===== src/rtl/gp_trig_regfile.sv =====
// Trigger-config register file: bus-written staging copies, atomically committed active copies.
// Optional per-byte write strobes are enabled by defining GP_TRIG_REGFILE_WSTRB_EN.
module gp_trig_regfile #(
  parameter int DATA_WIDTH       = 32,
  parameter int TRANS_ADDR_WIDTH = 8,
  parameter int NUM_TRIG         = 8
) (
  input  logic                           i_clk,
  input  logic                           i_rst,
  input  logic                           slv_o_valid,
  input  logic                           slv_o_rd0_wr1,
  input  logic [DATA_WIDTH-1:0]          slv_o_wr_data,
`ifdef GP_TRIG_REGFILE_WSTRB_EN
  input  logic [DATA_WIDTH/8-1:0]        slv_o_wr_strb,
`endif
  input  logic [TRANS_ADDR_WIDTH-1:0]    trans_addr,
  input  logic                           reg_en,
  output logic                           slv_i_ready,
  output logic [DATA_WIDTH-1:0]          slv_i_rd_data,
  output logic                           slv_i_rd_valid,
  input  logic                           reg_rd_en,
  output logic [NUM_TRIG*DATA_WIDTH-1:0] rd_trig_config,
  output logic                           reg_rd_valid,
  output logic                           commit_done
);

  localparam int NB    = DATA_WIDTH / 8;
  localparam int IDX_W = (NUM_TRIG > 1) ? $clog2(NUM_TRIG) : 1;
  localparam logic [TRANS_ADDR_WIDTH-1:0] STAGE_END = TRANS_ADDR_WIDTH'(NUM_TRIG);
  localparam logic [TRANS_ADDR_WIDTH-1:0] CTRL_ADDR = TRANS_ADDR_WIDTH'(NUM_TRIG);
  localparam logic [TRANS_ADDR_WIDTH-1:0] STAT_ADDR = TRANS_ADDR_WIDTH'(NUM_TRIG + 1);

  typedef enum logic {ST_IDLE, ST_RESP} bus_state_e;

  logic [DATA_WIDTH-1:0] staging_q [NUM_TRIG];
  logic [DATA_WIDTH-1:0] staging_d [NUM_TRIG];
  logic [DATA_WIDTH-1:0] active_q  [NUM_TRIG];

  logic lock_q, lock_d;
  logic pending_q, pending_d;
  logic wr_err_q, wr_err_d;
  logic commit_done_q, reg_rd_valid_q;

  bus_state_e            state_q;
  logic                  ready_q, rd_valid_q;
  logic [DATA_WIDTH-1:0] rd_data_q;
  logic [DATA_WIDTH-1:0] rd_mux;

  logic [NB-1:0]         wr_strb;
  logic [DATA_WIDTH-1:0] wr_mask;
  logic                  accept, wr_acc, rd_acc, wr_any, commit_fire;
  logic                  addr_stage, addr_ctrl, addr_stat;
  logic [IDX_W-1:0]      idx;

`ifdef GP_TRIG_REGFILE_WSTRB_EN
  assign wr_strb = slv_o_wr_strb;
`else
  assign wr_strb = '1;
`endif

  always_comb begin
    wr_mask = '0;
    for (int b = 0; b < NB; b++) begin
      wr_mask[b*8 +: 8] = {8{wr_strb[b]}};
    end
  end

  assign accept      = reg_en & slv_o_valid & ready_q;
  assign wr_acc      = accept & slv_o_rd0_wr1;
  assign rd_acc      = accept & ~slv_o_rd0_wr1;
  assign wr_any      = |wr_strb;
  assign addr_stage  = (trans_addr < STAGE_END);
  assign addr_ctrl   = (trans_addr == CTRL_ADDR);
  assign addr_stat   = (trans_addr == STAT_ADDR);
  assign idx         = trans_addr[IDX_W-1:0];
  // Commit waits for a cycle where the trigger FSM is not sampling the active copies.
  assign commit_fire = pending_q & ~reg_rd_en;

  // NOTE: every always_comb output gets a default first so no latch is inferred.
  always_comb begin
    staging_d = staging_q;
    lock_d    = lock_q;
    pending_d = pending_q;
    wr_err_d  = wr_err_q;
    if (commit_fire) pending_d = 1'b0;
    if (wr_acc && wr_any) begin
      if (addr_stage) begin
        if (lock_q) wr_err_d = 1'b1;
        else staging_d[idx] = (staging_q[idx] & ~wr_mask) | (slv_o_wr_data & wr_mask);
      end else if (addr_ctrl) begin
        if (wr_strb[0]) begin
          lock_d = slv_o_wr_data[0];
          if (slv_o_wr_data[1]) pending_d = 1'b1;
          if (slv_o_wr_data[2]) wr_err_d  = 1'b0;
        end
      end else if (!addr_stat) begin
        wr_err_d = 1'b1;
      end
    end
  end

  always_comb begin
    rd_mux = '0;
    if (addr_stage)     rd_mux = staging_q[idx];
    else if (addr_ctrl) rd_mux = {{(DATA_WIDTH-1){1'b0}}, lock_q};
    else if (addr_stat) rd_mux = {{(DATA_WIDTH-2){1'b0}}, wr_err_q, pending_q};
  end

  // NOTE: the register arrays are reset explicitly; a reset must discard staged and active state.
  always_ff @(posedge i_clk or posedge i_rst) begin
    if (i_rst) begin
      for (int k = 0; k < NUM_TRIG; k++) begin
        staging_q[k] <= '0;
        active_q[k]  <= '0;
      end
      lock_q         <= 1'b0;
      pending_q      <= 1'b0;
      wr_err_q       <= 1'b0;
      commit_done_q  <= 1'b0;
      reg_rd_valid_q <= 1'b0;
    end else begin
      // NOTE: non-blocking assignments let active load the pre-edge staging values.
      staging_q      <= staging_d;
      lock_q         <= lock_d;
      pending_q      <= pending_d;
      wr_err_q       <= wr_err_d;
      commit_done_q  <= commit_fire;
      reg_rd_valid_q <= reg_rd_en;
      if (commit_fire) begin
        for (int k = 0; k < NUM_TRIG; k++) active_q[k] <= staging_q[k];
      end
    end
  end

  always_ff @(posedge i_clk or posedge i_rst) begin
    if (i_rst) begin
      state_q    <= ST_IDLE;
      ready_q    <= 1'b1;
      rd_valid_q <= 1'b0;
      rd_data_q  <= '0;
    end else begin
      case (state_q)
        ST_IDLE: begin
          if (rd_acc) begin
            state_q    <= ST_RESP;
            ready_q    <= 1'b0;
            rd_valid_q <= 1'b1;
            rd_data_q  <= rd_mux;
          end
        end
        ST_RESP: begin
          state_q    <= ST_IDLE;
          ready_q    <= 1'b1;
          rd_valid_q <= 1'b0;
        end
      endcase
    end
  end

  for (genvar k = 0; k < NUM_TRIG; k++) begin : g_flat
    assign rd_trig_config[k*DATA_WIDTH +: DATA_WIDTH] = active_q[k];
  end

  assign slv_i_ready    = ready_q;
  assign slv_i_rd_valid = rd_valid_q;
  assign slv_i_rd_data  = rd_data_q;
  assign reg_rd_valid   = reg_rd_valid_q;
  assign commit_done    = commit_done_q;

endmodule


===== config.mk =====
export PLATFORM = sky130hd
export DESIGN_NAME = gp_trig_regfile
export DESIGN_NICKNAME = d
export VERILOG_FILES = /design/src/rtl/gp_trig_regfile.sv
export SDC_FILE = /design/constraint.sdc
export NUM_CORES = 1
export LEC_CHECK = 0
export ABC_AREA = 1
export BUFFER_PORTS_ARGS = -buffer_cell sky130_fd_sc_hd__clkbuf_2
export CORE_ASPECT_RATIO = 1.1
export CORE_MARGIN = 10
export CORE_UTILIZATION = 57
export CTS_CLUSTER_SIZE = 28
export DETAILED_ROUTE_END_ITERATION = 10
export PLACE_DENSITY_LB_ADDON = 0.2
export SETUP_SLACK_MARGIN = 0.2
export SYNTH_ARGS = -nofsm -noshare
export SYNTH_HDL_FRONTEND = slang
export SYNTH_SLANG_ARGS = --single-unit

===== constraint.sdc =====
create_clock -name i_clk -period 26.3 [get_ports i_clk]
set_input_delay 5.26 -clock i_clk [delete_from_list [all_inputs] [get_ports i_clk]]
set_output_delay 5.26 -clock i_clk [all_outputs]
set_load 0.005 [all_outputs]

==> flow_summary.ini, run 1 <==
[pwr]
p_int_mw = 1.34
switchingPower_uw = 428
seqPwrFrac_pct = 50.2
cellPowerDensity_nw_per_um2 = 66.4
ir_drop_mv = 0.0544
p_leak_nw = 14.6
sw_frac_of_total_pct = 24.3
clkPwrFrac_pct = 43.5
combPwrFrac_pct = 6.3

[floorplan]
die_y_microns = 231
die_area_sq_um = 49000
die_w_microns = 212
core_area_sq_um = 40100
ioPinCount = 338
initial_core_util_pct = 57.6
std_cell_rows = 77

[sta]
worst_hold_slack_ns = 0.470
fmax_mhz = 117
final-setup-viol-count = 0
fin_crit_sh_pct = 32.4
drv_slew = 0
rsz0062_at_grt = no
slew_headroom_pct = 13.9
hold_violations = 0
finalCriticalPeriod_ns = 8.52
setup_tns_ns = 0
skew_ns = 0.0277
worstMarginPinSlew_ns = 1.29

[global_routing]
grt_overflow = 0
grt_max_degree = 194
grt_use_total_pct = 33.0
grt_pass1_wl_mm = 122
antenna_found_initial = 2
grt_pass1_vias = 19400

[worst_setup_path]
cp-start-kind = input port
cp.arrival_ns = 9.01
required_ns = 26.80
path_class = input port to flip-flop
cp_max_fo = 96
cp-end-kind = flip-flop

[clock_tree]
worstSkewPairLatency_ns = 0.62
clk_pin_slew_ns = 0.06
post-cts-setup-buffers = 0
cts_resized = 0
cts_buffer_depth = 3
cts_root_buf = clkbuf_16
cts_sinks = 552
htreeDepth = 2
hold_buffers = 0
cts_buffers = 54
cts_tree = done

[detailed_routing]
dr_wl_met3_mm = 9.55
postRouteAntennaNets = 0
wl_per_cell_microns = 23.1
drt_iter0_drc = 3030
vias = 20600
highest-signal-layer = met4
drcViolationCount = 0
vias_per_cell = 5.82
wl_met2_mm = 36.3
drt-pass1-iter-count = 6
drt-total-wl_mm = 81.6
met1Wirelength_mm = 31.8

[synthesis]
yosys-top-cells-count = nand2_1 (1182), dfrtp_1 (551), o21ai_0 (250)
synthFlopType = dfrtp_1
ys_ff_latch = 552
synth_largest_area_cell = dfrtp_1
yosys_warnings = 0
synth_most_common_cell = nand2_1
synthTopCellsByArea = dfrtp_1 (60%), nand2_1 (19%), o21ai_0 (5.4%), nand3_1 (5.4%), inv_1 (2.4%)
ys_types = 20
synth.net_count = 2807
synth_edf_count = 0
synth_async_sr_flop_share_pct = 100
post_synth.cell_area_avg_sq_um = 8.36
syn_inst = 2761
seq_area_frac_synth_pct = 59.8
synth_top_area_share_pct = 59.7
synth_area_sq_um = 23100

[placed_design]
place_congestion = 0.964
hpwl_mm = 57.0
port_buffers = 337

[finish]
drive_gt1_share_pct = 15.2
n_fill_cell = 3338
areaGrowthSynthToFinish_pct = 15.1
fin_nets = 3025
final_core_util_pct = 66.3

[flow_run]
maxCapViolCount = 0

[min_path]
min_path_type = flip-flop to flip-flop

[run_status]
status = finished, final reports clean
-- metal layers --
| metal | track usage (%) | vias up |
|---|---|---|
| met2 | 49.1 | 1258 |
| met3 | 9.29 | 206 |
| li1 | - | 9134 |
| met5 | 0 | - |
| met4 | 14.3 | 0 |
| met1 | 44.5 | 9981 |
-- registers in the layout, indices dropped and copies added, names as in the netlist --
signal          cells
pending_q           1
state_q             1
slv_i_rd_valid      1
wr_err_q            1
staging_q         256
lock_q              1
commit_done         1
slv_i_ready         1
slv_i_rd_data      32
reg_rd_valid        1
rd_trig_config    256
-- power by group through the flow --
stage	registers [mW]	logic, mW	clock network (mW)
after CTS	0.885	0.110	0.771
after detailed placement	0.900	0.110	0
after global routing	0.887	0.121	0.805
final	0.886	0.112	0.768
after floorplan	0.899	0.0557	0
after global placement	0.900	0.108	0
-- placed cells by master, fill, tap and decap left out, drive strengths merged --
master	n
nand4	9
clkbuf	423
nor2	76
inv	147
diode	2
a21oi	44
dfstp	1
buf	29
nand3	247
nor3	5
a22oi	1
o21ai	250
bufinv	1
o211ai	43
or2	1
nand2	1182
dfrtp	551
clkinv	10
-- layout make-up --
type                       count  area, sq um  area share, %
clock buffer                  87         1660           6.24
multi-input combinational   1858         7900           29.7
sequential                   552        13800           52.0
inverter                     148          571           2.15
timing repair buffer         365         1910           7.19
clock inverter                10         75.1          0.282
tap                          513          642           2.42
antenna                        2         5.00         0.0188
-- stage by stage --
| stage | setup slack (ns) | total power, mW | area [sq um] | cells |
|---|---|---|---|---|
| 2_1_floorplan | 5.61 | 0.954 | 23100 | 2761 |
| 3_3_place_gp | 17.39 | 1.01 | 24800 | 3436 |
| 3_5_place_dp | 17.30 | 1.01 | 24800 | 3436 |
| 4_1_cts | 17.94 | 1.77 | 26600 | 3533 |
| 5_1_grt | 17.54 | 1.81 | 26600 | 3534 |
| 6_report | 17.78 | 1.77 | 26600 | 3535 |
-- cells by family after synthesis --
| group | after synthesis | share of synthesized area [%] |
|---|---|---|
| buf+inv | 351 | 6.10 |
| simple gates | 1520 | 26.2 |
| flops | 552 | 59.8 |
| compound gates | 338 | 7.81 |
-- worst max-delay path, stage by stage --
cell	delay (ns)
clkbuf_2	0.08
nor2_1	0.16
nand2_1	0.12
nor2_2	0.23
inv_1	0.15
nor3_4	0.14
buf_4	0.54
buf_4	0.82
nand2_1	1.00
nand2_1	0.28
nand2_1	0.07
-- worst paths after layout --
path / start / endpoint / slack (ns) / depth (start not counted)
max in group asynchronous: i_rst / rd_trig_config[134]$_DFFE_PP0P_ / 18.11 / 5
worst min-delay path: staging_q[114]$_DFFE_PP0P_ / staging_q[114]$_DFFE_PP0P_ / 0.47 / 2
worst max register to register: slv_i_ready$_DFFE_PP1P_ / staging_q[64]$_DFFE_PP0P_ / 22.14 / 7
worst min register to register: staging_q[114]$_DFFE_PP0P_ / staging_q[114]$_DFFE_PP0P_ / 0.47 / 2
min in group asynchronous: i_rst / rd_trig_config[112]$_DFFE_PP0P_ / 4.81 / 2
worst max-delay path: trans_addr[5] / staging_q[64]$_DFFE_PP0P_ / 17.78 / 11
(Power assumes the default switching activity.)
==> run 2: changes to the inputs <==
Clock period 26.3 ns to 8.3 ns, I/O delays scaled along.
==> run 2 against run 1 <==
Effect of this change: register-to-register slack lost 17 ns; die area is the same; sequential share of layout area shrank 0.21 points; sequential cell count is the same; via count shrank 0.76%; routed wire length shrank 0.19%; cell count shrank 0.20%; critical path depth shrank 5; hold slack is essentially flat; non-clock buffer count shrank 1; highest routed layer unchanged.
==> flow_summary.ini, run 2 (synthesis results as in run 1) <==
[run_status]
status = finished, final reports clean

[floorplan]
die_area_sq_um = 49000
die_y_microns = 231
die_w_microns = 212
ioPinCount = 338
core_area_sq_um = 40100
initial_core_util_pct = 57.6
std_cell_rows = 77

[pwr]
finalPower_mw = 5.73
ir_drop_mv = 0.189
p_int_mw = 4.38
combPwrFrac_pct = 6.3
sw_frac_of_total_pct = 23.6
seqPwrFrac_pct = 49.0
switchingPower_mw = 1.35
clkPwrFrac_pct = 44.8
p_leak_nw = 14.6
cellPowerDensity_nw_per_um2 = 215

[placed_design]
place_congestion = 1.03
hpwl_mm = 56.6
dpl_cell_area_sq_um = 24900
dp.cells = 3435
port_buffers = 337

[global_routing]
grt_overflow = 0
grt_max_degree = 180
grt_use_total_pct = 32.8
antenna_found_initial = 1
grt_pass1_vias = 19500
grt_pass1_wl_mm = 122

[worst_setup_path]
crit_slowest_cell = nand2_1
path_common_cell = nand2_1
cp-start-kind = input port
cp.arrival_ns = 5.27
cp_cell_sequence = buf_4 -> nand2_1 -> clkinv_1 -> nand2_1 -> nand2_1 -> nand2_1
required_ns = 8.83
path_class = input port to flip-flop
cp_max_fo = 49
cp-end-kind = flip-flop
crit_path_max_incr_delay_ns = 1.18

[sta]
drv_slew = 0
skew_ns = 0.0140
hold_violations = 0
worst_hold_slack_ns = 0.469
worstMarginPinSlew_ns = 1.31
final-setup-viol-count = 0
finalCriticalPeriod_ns = 4.74
slew_headroom_pct = 12.8
rsz0062_at_grt = no
setup_tns_ns = 0
fin_crit_sh_pct = 57.1
fmax_mhz = 211

[finish]
fin_area_sq_um = 26700
fin_nets = 3023
n_fill_cell = 3316
layout.cells.non_filler = 3528
final_common_cell = nand2_1
final_cell_mix = nand2_1 (1182), dfrtp_1 (551), clkbuf_2 (336)
areaGrowthSynthToFinish_pct = 15.6
drive_gt1_share_pct = 15.3

[clock_tree]
cts_tree = done
cts_resized = 0
cts_sinks = 552
worstSkewPairLatency_ns = 0.59
post-cts-setup-buffers = 0
htreeDepth = 2
hold_buffers = 0
cts_root_buf = clkbuf_16
cts_buffer_depth = 3
clk_pin_slew_ns = 0.06
cts_buffers = 53

[detailed_routing]
drcViolationCount = 0
wl_per_cell_microns = 23.1
postRouteAntennaNets = 0
drt-total-wl_mm = 81.5
vias_per_cell = 5.79
drt-pass1-iter-count = 6
vias = 20400
drt_iter0_drc = 2686

[min_path]
min_path_type = flip-flop to flip-flop

[flow_run]
maxCapViolCount = 0
-- run 2: path summary, 6_finish.rpt --
kind / end / startpoint / depth (start not counted) / slack (ns)
min in group asynchronous: rd_trig_config[70]$_DFFE_PP0P_ / i_rst / 2 / 1.19
setup / recovery: staging_q[214]$_DFFE_PP0P_ / trans_addr[0] / 6 / 3.56
max in group asynchronous: staging_q[103]$_DFFE_PP0P_ / i_rst / 4 / 5.11
hold / removal: rd_trig_config[56]$_DFFE_PP0P_ / rd_trig_config[56]$_DFFE_PP0P_ / 2 / 0.47
hold reg to reg: rd_trig_config[56]$_DFFE_PP0P_ / rd_trig_config[56]$_DFFE_PP0P_ / 2 / 0.47
setup reg to reg: staging_q[47]$_DFFE_PP0P_ / slv_i_ready$_DFFE_PP1P_ / 6 / 4.73
-- run 2: layout make-up --
type                    count  area [sq um]  area share (%)
multi-input cells        1858          7900            29.6
clock buffers              77          1580            5.92
inverters                 148           567            2.12
clock inverters            15           254           0.952
flip-flops and latches    552         13800            51.8
diodes                      1          2.50         0.00938
well taps                 513           642            2.41
repair buffers            364          1930            7.23
-- run 2: routing by layer --
metal  part of all wire (%)  vias to the layer above  GRT usage (%)
li1                       -                     9119              -
met1                     40                     9855           45.5
met2                     44                     1249           48.9
met3                     11                      199           7.13
met4                    4.9                        0           15.0
met5                      0                        -              0
-- run 2: per-stage QoR --
stage                     utilization (%)  setup WS, ns
after floorplan                         -        -0.871
after global placement               62.0          3.37
after detailed placement             62.0          3.18
after CTS                            66.6          3.80
after global routing                 66.6          3.31
final                                66.6          3.56
-- run 2: power by group through the flow --
| stage | sequential (mW) | combinational (mW) | clock [mW] |
|---|---|---|---|
| 3_3_place_gp | 2.85 | 0.349 | 0 |
| 3_5_place_dp | 2.85 | 0.354 | 0 |
| 2_1_floorplan | 2.85 | 0.177 | 0 |
| 4_1_cts | 2.80 | 0.355 | 2.58 |
| 6_report | 2.81 | 0.359 | 2.57 |
| 5_1_grt | 2.81 | 0.389 | 2.69 |
-- run 2: critical path: cells and delay by family --
kind	cells	cell delay [ns]
simple gates	4	2.20
buf+inv	2	1.37
